$ cat config.mk
export PLATFORM = sky130hd
export DESIGN_NAME = traffic_light_fsm_flat
export DESIGN_NICKNAME = d
export VERILOG_FILES = /design/src/rtl/traffic_light_fsm_if.sv /design/src/rtl/traffic_light_fsm.sv /design/src/flat_wrapper.sv
export SDC_FILE = /design/constraint.sdc
export NUM_CORES = 1
export LEC_CHECK = 0
export CORE_AREA = 2 2 50 64
export CTS_CLUSTER_SIZE = 40
export DETAILED_ROUTE_END_ITERATION = 12
export DIE_AREA = 0 0 52 66
export PLACE_DENSITY = 0.53
export SETUP_SLACK_MARGIN = 0.3
export SYNTH_ARGS = -nofsm -noshare
export SYNTH_HDL_FRONTEND = slang
export SYNTH_SLANG_ARGS = --single-unit
$ cat constraint.sdc
create_clock -name clk -period 4.4 [get_ports clk]
set_input_delay 0.88 -clock clk [delete_from_list [all_inputs] [get_ports clk]]
set_output_delay 0.88 -clock clk [all_outputs]
set_load 0.01 [all_outputs]
$ cat src/rtl/traffic_light_fsm_if.sv
// Signal bundle between the traffic-light controller and its sensors, walk latch and interval timer.
// The slave side is the controller; the master side is the surrounding logic or a bench.
interface traffic_light_fsm_if;
  logic       Sensor_Sync;
  logic       WR;
  logic       Prog_Sync;
  logic       expired;
  logic       WR_Reset;
  logic [1:0] interval;
  logic       start_timer;
  logic [6:0] LEDs;

  modport master (
    output Sensor_Sync, WR, Prog_Sync, expired,
    input  WR_Reset, interval, start_timer, LEDs
  );

  modport slave (
    input  Sensor_Sync, WR, Prog_Sync, expired,
    output WR_Reset, interval, start_timer, LEDs
  );
endinterface

$ cat src/rtl/traffic_light_fsm.sv
// Main/side-street traffic-light Moore FSM with walk phase; TRAFFIC_SIDE_EXT_EN adds side-green extension S5.
// Outputs registered one cycle after the deciding edge; no backpressure, expired is ignored while start_timer=1.
module traffic_light_fsm #(
  parameter logic [1:0] T_BASE = 2'b00,
  parameter logic [1:0] T_EXT  = 2'b01,
  parameter logic [1:0] T_YEL  = 2'b10
) (
  input  logic                 clk,
  input  logic                 Reset,
  traffic_light_fsm_if.slave   bus
);

  typedef enum logic [2:0] {
    S0_MAIN_GRN_BASE = 3'd0,
    S1_MAIN_GRN_2    = 3'd1,
    S2_MAIN_YEL      = 3'd2,
    S3_WALK          = 3'd3,
    S4_SIDE_GRN_BASE = 3'd4,
    S5_SIDE_GRN_EXT  = 3'd5,
    S6_SIDE_YEL      = 3'd6
  } state_t;

  // LED order: main R/Y/G, side R/Y/G, walk
  localparam logic [6:0] LED_MAIN_GRN = 7'b0011000;
  localparam logic [6:0] LED_MAIN_YEL = 7'b0101000;
  localparam logic [6:0] LED_WALK     = 7'b1001001;
  localparam logic [6:0] LED_SIDE_GRN = 7'b1000010;
  localparam logic [6:0] LED_SIDE_YEL = 7'b1000100;

  state_t     state;
  state_t     state_nxt;
  logic       advance;
  logic [1:0] interval_nxt;
  logic [6:0] leds_nxt;
  logic       wr_reset_nxt;
  logic       start_nxt;

  always_ff @(posedge clk) begin
    if (Reset) begin
      state           <= S0_MAIN_GRN_BASE;
      bus.interval    <= T_BASE;
      bus.LEDs        <= LED_MAIN_GRN;
      bus.WR_Reset    <= 1'b0;
      bus.start_timer <= 1'b1;
    end else begin
      state           <= state_nxt;
      bus.interval    <= interval_nxt;
      bus.LEDs        <= leds_nxt;
      bus.WR_Reset    <= wr_reset_nxt;
      bus.start_timer <= start_nxt;
    end
  end

  always_comb begin
    state_nxt    = state;
    interval_nxt = bus.interval;
    leds_nxt     = bus.LEDs;
    wr_reset_nxt = bus.WR_Reset;
    start_nxt    = 1'b0;
    // An expiry landing on the restart cycle belongs to the previous interval.
    advance      = bus.expired && !bus.start_timer;

    case (state)
      S0_MAIN_GRN_BASE: if (advance) state_nxt = S1_MAIN_GRN_2;
      S1_MAIN_GRN_2:    if (advance) state_nxt = S2_MAIN_YEL;
      S2_MAIN_YEL:      if (advance) state_nxt = bus.WR ? S3_WALK : S4_SIDE_GRN_BASE;
      S3_WALK:          if (advance) state_nxt = S4_SIDE_GRN_BASE;
`ifdef TRAFFIC_SIDE_EXT_EN
      S4_SIDE_GRN_BASE: if (advance) state_nxt = bus.Sensor_Sync ? S5_SIDE_GRN_EXT : S6_SIDE_YEL;
      S5_SIDE_GRN_EXT:  if (advance) state_nxt = S6_SIDE_YEL;
`else
      S4_SIDE_GRN_BASE: if (advance) state_nxt = S6_SIDE_YEL;
`endif
      S6_SIDE_YEL:      if (advance) state_nxt = S0_MAIN_GRN_BASE;
      default:          state_nxt = S0_MAIN_GRN_BASE;
    endcase

    if (bus.Prog_Sync) state_nxt = S0_MAIN_GRN_BASE;

    // Outputs only change on entry to a state, so S1 keeps the interval chosen at entry.
    if (bus.Prog_Sync || (state_nxt != state)) begin
      start_nxt    = 1'b1;
      wr_reset_nxt = 1'b0;
      case (state_nxt)
        S0_MAIN_GRN_BASE: begin
          interval_nxt = T_BASE;
          leds_nxt     = LED_MAIN_GRN;
        end
        S1_MAIN_GRN_2: begin
          interval_nxt = bus.Sensor_Sync ? T_EXT : T_BASE;
          leds_nxt     = LED_MAIN_GRN;
        end
        S2_MAIN_YEL: begin
          interval_nxt = T_YEL;
          leds_nxt     = LED_MAIN_YEL;
        end
        S3_WALK: begin
          interval_nxt = T_EXT;
          leds_nxt     = LED_WALK;
          wr_reset_nxt = 1'b1;
        end
        S4_SIDE_GRN_BASE: begin
          interval_nxt = T_BASE;
          leds_nxt     = LED_SIDE_GRN;
        end
`ifdef TRAFFIC_SIDE_EXT_EN
        S5_SIDE_GRN_EXT: begin
          interval_nxt = T_EXT;
          leds_nxt     = LED_SIDE_GRN;
        end
`endif
        S6_SIDE_YEL: begin
          interval_nxt = T_YEL;
          leds_nxt     = LED_SIDE_YEL;
        end
        default: begin
          interval_nxt = T_BASE;
          leds_nxt     = LED_MAIN_GRN;
        end
      endcase
    end
  end

endmodule

$ cat src/flat_wrapper.sv
// flat-port wrapper written by rule: the top's interface ports become plain ports
module traffic_light_fsm_flat 
#(
  parameter logic [1:0] T_BASE = 2'b00,
  parameter logic [1:0] T_EXT  = 2'b01,
  parameter logic [1:0] T_YEL  = 2'b10
)
  (clk, Reset, bus_Sensor_Sync, bus_WR, bus_Prog_Sync, bus_expired, bus_WR_Reset, bus_interval, bus_start_timer, bus_LEDs);
  traffic_light_fsm_if bus_i ();
  input  logic clk;
  input  logic Reset;
  input wire logic [$bits(bus_i.Sensor_Sync)-1:0] bus_Sensor_Sync;
  input wire logic [$bits(bus_i.WR)-1:0] bus_WR;
  input wire logic [$bits(bus_i.Prog_Sync)-1:0] bus_Prog_Sync;
  input wire logic [$bits(bus_i.expired)-1:0] bus_expired;
  output wire logic [$bits(bus_i.WR_Reset)-1:0] bus_WR_Reset;
  output wire logic [$bits(bus_i.interval)-1:0] bus_interval;
  output wire logic [$bits(bus_i.start_timer)-1:0] bus_start_timer;
  output wire logic [$bits(bus_i.LEDs)-1:0] bus_LEDs;
  assign bus_i.Sensor_Sync = bus_Sensor_Sync;
  assign bus_i.WR = bus_WR;
  assign bus_i.Prog_Sync = bus_Prog_Sync;
  assign bus_i.expired = bus_expired;
  assign bus_WR_Reset = bus_i.WR_Reset;
  assign bus_interval = bus_i.interval;
  assign bus_start_timer = bus_i.start_timer;
  assign bus_LEDs = bus_i.LEDs;
  traffic_light_fsm #(.T_BASE(T_BASE), .T_EXT(T_EXT), .T_YEL(T_YEL)) u_core (.clk(clk), .Reset(Reset), .bus(bus_i));
endmodule
Word-level counts from Yosys, hierarchy flattened

Cells that the tools add are included.

Register bits: 14
Input port bits: 6
Output and inout bits: 11
Logic and storage cells: 35

Equality and inequality tests: 11
Multiplexer cells: 14
Reductions and logical operators: 5

Operator list:

| kind                                           | number |
|---|---|
| one-hot mux 7 bit (4 select lines)             | 1 |
| two-way mux 3 bit                              | 8 |
| one-hot mux 3 bit (6 select lines)             | 1 |
| == test 3 x 2 -> 1 bit (second input constant) | 4 |
| == test 3 bit (second input constant)          | 4 |
| == test 3 x 1 -> 1 bit (second input constant) | 2 |
| one-hot mux 2 bit (3 select lines)             | 1 |
| zero test 3 bit                                | 1 |
| two-way mux 1 bit                              | 3 |
| inequality test 3 bit                          | 1 |
| OR reduction 2 bit                             | 1 |
| logical AND 1 bit                              | 1 |
| zero test 1 bit                                | 1 |
| logical OR 1 bit                               | 1 |

Depth between registers and ports, before layout

Gate-level depths: netlist of run 1.

Depth in word-level cells: 8
Depth in mapped cells: 5
Gate-level depth less buffers: 4

Least setup slack after synthesis of run 1

Ideal clock, no wire load.

Path type: input port to flip-flop
Start point: in bus_Prog_Sync
End point: reg u_core.bus.LEDs[6]
Library setup time: 0.088 ns
Data arrival time: 1.945 ns
Data required time: 4.312 ns
Setup slack: 2.367 ns
Stages on the path: 4
Path buffers: 1
Cells stage by stage: clkbuf_1 > or4b_4 > and2_4 > a311oi_2

Word-level cells in the longest chain between the ends: 3
Elaborated cells between the ends (all ways): 8
Classes of those cells: eq/ne: 5; mux: 2; reduce/logical: 1

RTL lines:

| element                                                                | RTL line                                         | RTL |
|---|---|---|
| from (decl)                                                            | flat_wrapper.sv:14                               | `input wire logic [$bits(bus_i.Prog_Sync)-1:0] bus_Prog_Sync;` |
| two-way mux 3 bit                                                      | traffic_light_fsm.sv:78                          | `if (bus.Prog_Sync) state_nxt = S0_MAIN_GRN_BASE;` |
| == test 3 bit, or another cell as far along                            | traffic_light_fsm.sv:84                          | `case (state_nxt)` |
| one-hot mux 7 bit (4 select lines) or logical OR 1 bit (tied branches) | traffic_light_fsm.sv:84, traffic_light_fsm.sv:81 |  |
| to (signal assigned)                                                   | traffic_light_fsm.sv:48                          | `bus.LEDs <= leds_nxt;` |
| to (decl)                                                              | traffic_light_fsm_if.sv:20                       | `output WR_Reset, interval, start_timer, LEDs` |

Several ways; a longest one is shown, not always the timed one.
A chain may end at the register's enable or synchronous reset.

Worst setup path after layout of run 1

Start point: in bus_expired
End point: reg u_core.bus.LEDs[6]

Word-level cells in the longest chain between the ends: 6
Elaborated cells between the ends (all ways): 16
Classes of those cells: eq/ne: 5; mux: 9; reduce/logical: 2

RTL lines:

| element                                                                | RTL line                                         | RTL |
|---|---|---|
| from (decl)                                                            | flat_wrapper.sv:15                               | `input wire logic [$bits(bus_i.expired)-1:0] bus_expired;` |
| logical AND 1 bit (*)                                                  | traffic_light_fsm.sv:61                          | `advance = bus.expired && !bus.start_timer;` |
| two-way mux 3 bit, or another cell as far along                        | traffic_light_fsm.sv:74                          | `S6_SIDE_YEL: if (advance) state_nxt = S0_MAIN_GRN_BASE;` |
| one-hot mux 3 bit (6 select lines) (*)                                 | traffic_light_fsm.sv:63                          | `case (state)` |
| two-way mux 3 bit (*)                                                  | traffic_light_fsm.sv:78                          |  |
| == test 3 bit, or another cell as far along                            | traffic_light_fsm.sv:84                          |  |
| one-hot mux 7 bit (4 select lines) or logical OR 1 bit (tied branches) | traffic_light_fsm.sv:84, traffic_light_fsm.sv:81 |  |

Every way passes the cells marked *; elsewhere a longest branch is shown, timed or not.

==> results of run 1 <==
==> layout by cell type, fill, tap and decap left out, types with 2 or more instances in the layout <==
cell and n:
clkbuf_4 3, dfxtp_1 14, nand2b_1 3, a211oi_1 4, inv_1 4, nor2_1 9
a21oi_1 7, nand3_1 3, clkdlybuf4s50_1 16, nor2b_1 2, nand2_1 6, o21ai_0 4
a32oi_1 2, nor3_1 4
==> stage by stage <==
stage,utilization [%],area [um2],total power (uW),cells,hold WS [ns]
floorplan,-,685.7,145.7,82,0.4805
global placement,30.36,860.8,155.6,128,0.4534
detailed placement,30.36,860.8,155.9,128,0.4599
CTS,31.64,897.1,250.0,132,0.4714
global route,31.64,897.1,256.2,132,0.4929
finish,31.64,897.1,246.8,132,0.4663
==> cells by family (layout without fill, tap and decap cells) <==
family,Yosys count,after routing,synth area share [%]
simple gates,32,32,25.00
compound gates,24,24,24.82
flops,14,14,40.88
buf+inv,10,24,6.569
xor+xnor,1,1,1.278
mux,1,1,1.460
==> routing by layer <==
layer | share of wire, % | global-route usage (%) | vias up
li1 | - | - | 326
met1 | 48 | 13.09 | 279
met2 | 46 | 15.19 | 14
met3 | 3.2 | 1.810 | 4
met4 | 2.6 | 10.20 | 0
met5 | 0 | 0 | -
==> worst reg2reg max path: stages, from the launching register on <==
cell and delay [ns]:
dfxtp_1 0.35, nor2b_1 0.51, mux2i_1 0.31, nand3_1 0.12, a311oi_2 0.26
==> area by class of cell <==
cell class | instances | area, um2
multi-input cells | 58 | 360.3
repair buffers | 16 | 160.2
fillers | 302 | 1938
well taps | 36 | 45.04
flip-flops and latches | 14 | 280.3
inverters | 4 | 15.01
clock buffers | 4 | 36.28
==> worst max path at each step <==
stage | slack (ns) | start | depth (start not counted) | end
CTS | 1.99 | bus_expired | 5 | u_core.bus.LEDs[6]
global route | 1.83 | bus_expired | 5 | u_core.bus.LEDs[6]
detailed placement | 1.72 | bus_expired | 5 | u_core.bus.LEDs[6]
global placement | 1.75 | bus_expired | 5 | u_core.bus.LEDs[6]
floorplan | 2.37 | bus_Prog_Sync | 4 | u_core.bus.LEDs[6]
finish | 1.97 | bus_expired | 5 | u_core.bus.LEDs[6]
==> power groups by stage <==
stage               Combinational, uW  Sequential [uW]  Clock [uW]
floorplan                        12.8              133           0
CTS                              23.2              130        96.9
global placement                 22.9              133           0
detailed placement               23.0              133           0
finish                           23.0              130        93.9
global route                     25.8              130         100
==> sequential cells by signal, summed over array words and instances (netlist names) <==
| signal | flops |
|---|---|
| u_core.bus.LEDs | 7 |
| u_core.state | 3 |
| u_core.bus.interval | 2 |
| u_core.bus.WR_Reset | 1 |
| u_core.bus.start_timer | 1 |
==> results.cfg, run 1 <==
[min_path]
hold_depth = 2
hp-class = register to register
hold_start = u_core.bus.interval[0]
hold_end = u_core.bus.interval[0]

[synthesis]
yosysTopAreaCell = dfxtp_1
synth_edf_count = 0
synth_top_flop_cell = dfxtp_1
netlist.area_leader.share_pct = 40.88
synth.area.top_cells = dfxtp_1 (41%), a21oi_1 (5.1%), nor2_1 (4.9%)
avgSynthCellArea_um2 = 8.362
syn-num-nets = 88
yosysMostFrequentCell = dfxtp_1
syn_area_um2 = 685.7
yosysWarnings = 0
netlist_instances = 82
synth_common_cells = dfxtp_1 (14), nor2_1 (9), a21oi_1 (7)
yosysSeqAreaShare_pct = 40.88
ys_async_sr_fraction_pct = 0
ys_ff_latch = 14
synth_cell_types = 28

[worst_setup_path]
r2r_cells = 4
path_delay_family = simple AND/OR/NAND/NOR gates
slowest_stage = nor2b_1
max_stage_delay_ns = 0.54
path_max_fanout = 10
r2r_start = u_core.bus.start_timer
worstSetupStartpointType = input pin
worst-path-buf-inv = 1
critPathRequiredTime_ns = 4.59
path_class = input pin to register
reg2reg_slack_ns = 2.76
worstPathArrival_ns = 2.62
r2r-end = u_core.bus.LEDs[6]
cp_cell_sequence = clkdlybuf4s50_1, nor2b_1, mux2i_1, nand3_1, a311oi_2
crit_path_end_kind = register

[floorplanning]
num_io_pins = 17
die-area_um2 = 3432
die_w_um = 52
core.rowCount = 22
die_h_um = 66
initial_core_util_pct = 24.18
floorplan.core_area_um2 = 2835

[place]
io_buffer_count = 16
post-place-ws_ns = 1.718
globalplace.congestion = 0.7905
hpwl_mm = 1.145

[routing]
first_iter_violations = 10
drt-total-wl_mm = 1.585
vias_per_cell = 4.720
wl_per_cell_um = 12.01
vias = 623
drtAntennaViolNets = 0
drtPass1Iterations = 4
drcViolationCount = 0

[grt]
overflow = 0
grt_max_degree = 16
track_usage_pct = 10.66
antenna_found_initial = 0
grt_pass1_vias = 650
grt_pass1_wl_mm = 2.711

[timing]
fin_worst_skew_ns = 0.007264
setup-tns-final_ns = 0
rsz0062_at_grt = false
fin_crit_sh_pct = 55.24
fin_ws_ns = 1.970
max_freq_mhz = 411.5
finalMaxSlewViolations = 0
maxSlewHeadroom_pct = 58.60
post-route-min-period_ns = 2.430
hold_viol = 0
setup-violations-final = 0
worstMarginPinSlew_ns = 0.6197

[clock_network]
cts.sinks = 14
cts_tree = yes
cts_buffers = 3
clock-root-buffer = clkbuf_4
insertion_delay_ns = 0.28
postCtsSetupBuffers = 0
cts_buffer_depth = 2
hold_buffers = 0
cts_resized = 0
cts.clk_slew.worst_paths_ns = 0.09
htreeDepth = 1

[power]
p_sw_share_pct = 23.29
internal-power_uw = 189.3
powerDensity_nw_per_um2 = 275.1
share_comb_of_total_power_pct = 9.3
pwr-share-seq_pct = 52.6
pwr-share-clk_pct = 38.0
switchingPower_uw = 57.48
ir_drop_uv = 92.19
power.leakage_uw = 0.0003048

[finish]
drive_gt1_share_pct = 8.333
nets = 103
diodes = 0
area_growth_pct = 30.84

[run]
maxCapViolations = 0

[status]
status = finished clean
No activity file was read; power rests on OpenSTA's default activity.
==> run 2: changes to the inputs <==
==> constraint.sdc (replaced) <==
create_clock -name clk -period 2.4 [get_ports clk]
set_input_delay 0.48 -clock clk [delete_from_list [all_inputs] [get_ports clk]]
set_output_delay 0.48 -clock clk [all_outputs]
set_load 0.01 [all_outputs]
==> run 2 against run 1 <==
Effect of this change:
- power rose by 66%
- critical path depth unchanged
- clock skew decreased by 0.0038 ns
- utilization grew 0.31 points
- clock power up 33%
- critical endpoint unchanged
==> results.cfg, run 2 (synthesis results as in run 1) <==
[status]
status = finished clean

[worst_setup_path]
path_class = input pin to register
critPathRequiredTime_ns = 2.59
r2r_cells = 3
worstPathArrival_ns = 2.02
cp_cell_sequence = clkdlybuf4s50_1, and3b_4, or4b_4, and2_4, a311oi_2
crit_path_end = u_core.bus.LEDs[6]
path_max_fanout = 4
reg2reg_slack_ns = 0.77
max_stage_delay_ns = 0.49
startpoint = bus_expired
slowest_stage = or4b_4
r2r-end = u_core.bus.LEDs[6]
worstSetupStartpointType = input pin
r2r_start = u_core.state[2]
crit_path_end_kind = register

[power]
powerDensity_nw_per_um2 = 452.1
ir_drop_uv = 230.7
power_uw = 409.5
power.leakage_uw = 0.0003126

[finish]
mostFrequentLayoutCells = clkdlybuf4s50_1 (16), dfxtp_1 (14), nor2_1 (9)
final_area_um2 = 905.9
nets = 106
largest_register_ffs = 7
regMostFlops = u_core.bus.LEDs
layout_commonest_cell = clkdlybuf4s50_1
reg.largest.list = u_core.bus.LEDs: 7 flops, u_core.state: 3 flops, u_core.bus.interval: 2 flops
fin_util_pct = 31.95
drive_gt1_share_pct = 10.20
diodes = 0
area_growth_pct = 32.12

[floorplanning]
core.rowCount = 22
num_io_pins = 17
initial_core_util_pct = 24.18
die_w_um = 52
floorplan.core_area_um2 = 2835
die-area_um2 = 3432
die_h_um = 66

[routing]
drtAntennaViolNets = 0
drcViolationCount = 0
first_iter_violations = 17
drt-total-wl_mm = 1.630
vias_per_cell = 4.910
drtPass1Iterations = 4
vias = 658
wl_per_cell_um = 12.16

[clock_network]
insertion_delay_ns = 0.27
cts_buffers = 3
cts_tree = yes
postCtsSetupBuffers = 0
cts.clk_slew.worst_paths_ns = 0.07
cts.sinks = 14
htreeDepth = 1
cts_buffer_depth = 2
hold_buffers = 0
cts_resized = 0
clock-root-buffer = clkbuf_4

[grt]
grt_util_met1_pct = 13.36
globalRouteMet3Util_pct = 1.810
grt_pass1_vias = 676
track_usage_pct = 11.35
grt_pass1_wl_mm = 2.870
grt_max_degree = 16
overflow = 0
antenna_found_initial = 0
busiest_layer = met2
use_met2_pct = 17.88

[place]
hpwl_mm = 1.176
placed_cell_area_um2 = 883.3
io_buffer_count = 16
globalplace.congestion = 0.8351

[run]
maxCapViolations = 0

[timing]
fin_worst_skew_ns = 0.003431
hold_viol = 0
setup-violations-final = 0
setup-tns-final_ns = 0
maxSlewHeadroom_pct = 67.45
fin_crit_sh_pct = 76.33
post-route-min-period_ns = 1.832
max_freq_mhz = 545.8
worstMarginPinSlew_ns = 0.4876
holdWs_ns = 0.4657
rsz0062_at_grt = false
finalMaxSlewViolations = 0

[min_path]
hp-class = register to register
-- run 2: worst max-delay path: cells and delay by family --
family / cells / cell delay [ns]
AND/OR/NAND/NOR: 3 / 0.88
AO/OA/AOI/OAI: 1 / 0.21
buffers and inverters: 1 / 0.45
-- run 2: area by class of cell --
| cell class | count | area (um2) |
|---|---|---|
| clock buffer | 3 | 22.52 |
| fill | 311 | 1929 |
| inverter | 4 | 15.01 |
| multi-input combinational | 58 | 360.3 |
| sequential | 14 | 280.3 |
| tap | 36 | 45.04 |
| timing repair buffer | 19 | 182.7 |
-- run 2: worst min path at each step --
stage                     cells past startpoint                      to              startpoint
after global routing                          2     u_core.bus.WR_Reset     u_core.bus.WR_Reset
after detailed placement                      2     u_core.bus.WR_Reset     u_core.bus.WR_Reset
final                                         2     u_core.bus.WR_Reset     u_core.bus.WR_Reset
after floorplan                               2      u_core.bus.LEDs[0]      u_core.bus.LEDs[0]
after CTS                                     2     u_core.bus.WR_Reset     u_core.bus.WR_Reset
after global placement                        2  u_core.bus.interval[0]  u_core.bus.interval[0]
-- run 2: layer usage --
layer  up-vias  part of all wire, %
li1        329                    -
met1       317                   47
met2        10                   48
met3         2                  3.4
met4         0                  1.7
met5         -                    0
-- run 2: power breakdown --
group / internal, uW / total (uW) / switching (uW)
clock: 58.1 / 125 / 66.8
combinational: 23.0 / 46.6 / 23.6
sequential: 235 / 238 / 3.16
-- run 2: stage by stage --
step                cells  setup slack (ns)
finish                134            0.5680
global route          134            0.5431
CTS                   134            0.5901
detailed placement    131            0.3062
global placement      131            0.3241
floorplan              82            0.7673
==> run 3: changes to the inputs <==
--- a/config.mk
+++ b/config.mk
@@ -9,7 +9,7 @@
 export CTS_CLUSTER_SIZE = 40
 export DETAILED_ROUTE_END_ITERATION = 12
 export DIE_AREA = 0 0 52 66
-export PLACE_DENSITY = 0.53
+export PLACE_DENSITY = 0.55
 export SETUP_SLACK_MARGIN = 0.3
 export SYNTH_ARGS = -nofsm -noshare
 export SYNTH_HDL_FRONTEND = slang
==> constraint.sdc (replaced) <==
create_clock -name clk -period 1.5 [get_ports clk]
set_input_delay 0.3 -clock clk [delete_from_list [all_inputs] [get_ports clk]]
set_output_delay 0.3 -clock clk [all_outputs]
set_load 0.01 [all_outputs]
==> run 3 against run 2 <==
Effect of this change:
- non-clock buffer count increased by 20
- largest power group unchanged
- wire length rose by 18%
- highest routed layer unchanged
- global-route usage up 0.76 points
- sequential share of layout area decreased by 6.3 points
- cell count rose by 15%
- register-to-register slack got worse by 0.76 ns
- sequential power up 59%
- power is 72% higher
- die area stayed put
- critical path depth is 1 lower
- clock skew increased by 0.0055 ns
- final area up 29%
==> results.cfg, run 3 (synthesis results as in run 1) <==
[place]
globalplace.congestion = 0.8348
io_buffer_count = 16
hpwl_mm = 1.310
post-place-ws_ns = -0.4003

[floorplanning]
initial_core_util_pct = 24.18
floorplan.core_area_um2 = 2835
die_h_um = 66
die-area_um2 = 3432
num_io_pins = 17
die_w_um = 52
core.rowCount = 22

[routing]
vias = 763
drt-total-wl_mm = 1.916
drtAntennaViolNets = 0
drtPass1Iterations = 4
first_iter_violations = 12
wl_per_cell_um = 12.44
vias_per_cell = 4.955
drcViolationCount = 0

[clock_network]
htreeDepth = 1
cts.sinks = 14
hold_buffers = 0
insertion_delay_ns = 0.27
clock-root-buffer = clkbuf_4
cts_buffers = 3
cts_tree = yes
cts.clk_slew.worst_paths_ns = 0.08
cts_buffer_depth = 2

[timing]
worstMarginPinSlew_ns = 0.2465
hold_viol = 0
maxSlewHeadroom_pct = 83.54
holdWs_ns = 0.4590
finalMaxSlewViolations = 0
fin_ws_ns = 0.01009
rsz0062_at_grt = true
setup-tns-final_ns = 0
fin_worst_skew_ns = 0.008970
setup-violations-final = 0
fin_crit_sh_pct = 99.33
post-route-min-period_ns = 1.490
max_freq_mhz = 671.2

[power]
power.leakage_uw = 0.0004617
power_uw = 705.5
ir_drop_uv = 353.8
powerDensity_nw_per_um2 = 603.0

[grt]
track_usage_pct = 12.11
antenna_found_initial = 0
overflow = 0
grt_pass1_vias = 745
grt_max_degree = 10
grt_pass1_wl_mm = 3.180

[worst_setup_path]
critPathRequiredTime_ns = 1.68
worstPathArrival_ns = 1.67
worstSetupStartpointType = register
startpoint = u_core.bus.start_timer
r2r_start = u_core.bus.start_timer
path_max_fanout = 2
path_class = register to register
crit_path_end_kind = register

[finish]
regMostFlops = u_core.bus.LEDs
fin_util_pct = 41.26
seqCellArea_um2 = 287.8
reg.largest.list = u_core.bus.LEDs: 7 flops, u_core.state: 3 flops, u_core.bus.interval: 2 flops
mostFrequentLayoutCells = buf_4 (14), buf_6 (10), dfxtp_1 (10)
largest_register_ffs = 7
layout_commonest_cell = buf_4
nets = 126
fill_cells = 277
multiInputGateArea_um2 = 447.9
diodes = 0
area_growth_pct = 70.62
drive_gt1_share_pct = 45.76

[min_path]
hp-class = register to register
hold_start = u_core.bus.interval[0]

[status]
status = finished clean

[run]
maxCapViolations = 0
==> run 3: changes by cell type in the layout (fill, tap and decap cells not counted), moves of 4 or more <==
cell,before,now
clkdlybuf4s50_1,16,4
buf_4,3,14
buf_6,0,10
clkdlybuf4s15_1,0,7
a21oi_1,7,2
a21oi_2,0,5
dfxtp_1,14,10
==> run 3: power breakdown <==
group	switching, uW	internal (uW)	leakage, uW
logic	57.7	66.2	0.000333
clock network	111	92.7	0.0000138
registers	3.29	375	0.000115
==> run 3: worst paths after layout <==
kind	cells past startpoint	to	slack, ns
worst min register to register	2	u_core.bus.interval[0]	0.46
worst max-delay path	4	u_core.bus.LEDs[6]	0.01
worst min-delay path	2	u_core.bus.interval[0]	0.46
worst max register to register	4	u_core.bus.LEDs[6]	0.01
==> run 3: timing repair <==
action,CTS,global route
setup endpoints to repair,25,25
resized for setup,38,27
pin swaps,14,9
setup buffers,7,2
==> run 3: layer usage <==
metal | vias up | share of wire [%] | wire length (um) | global-route usage [%]
li1 | 366 | - | - | -
met1 | 373 | 45 | 856 | 14.94
met2 | 22 | 51 | 969 | 20.09
met3 | 2 | 3.2 | 62 | 1.131
met4 | 0 | 1.4 | 27 | 6.908
met5 | - | 0 | 0 | 0
==> run 3: final cells by class <==
class                      count  share of cell area (%)
sequential                    14                   24.60
tap                           36                   3.850
clock buffer                   3                   1.925
inverter                       4                   1.283
timing repair buffer          39                   30.05
multi-input combinational     58                   38.29
==> run 3: worst max-delay path: stages (launching register included) <==
cell and delay (ns):
dfxtp_2 0.34, and3b_4 0.20, or4b_4 0.50, and2_4 0.16, a311oi_2 0.21
==> run 3: metrics by stage <==
| step | std cells | instance area (um2) |
|---|---|---|
| floorplan | 82 | 695.7 |
| global placement | 142 | 972.2 |
| detailed placement | 142 | 972.2 |
| CTS | 152 | 1099 |
| global route | 154 | 1170 |
| finish | 154 | 1170 |
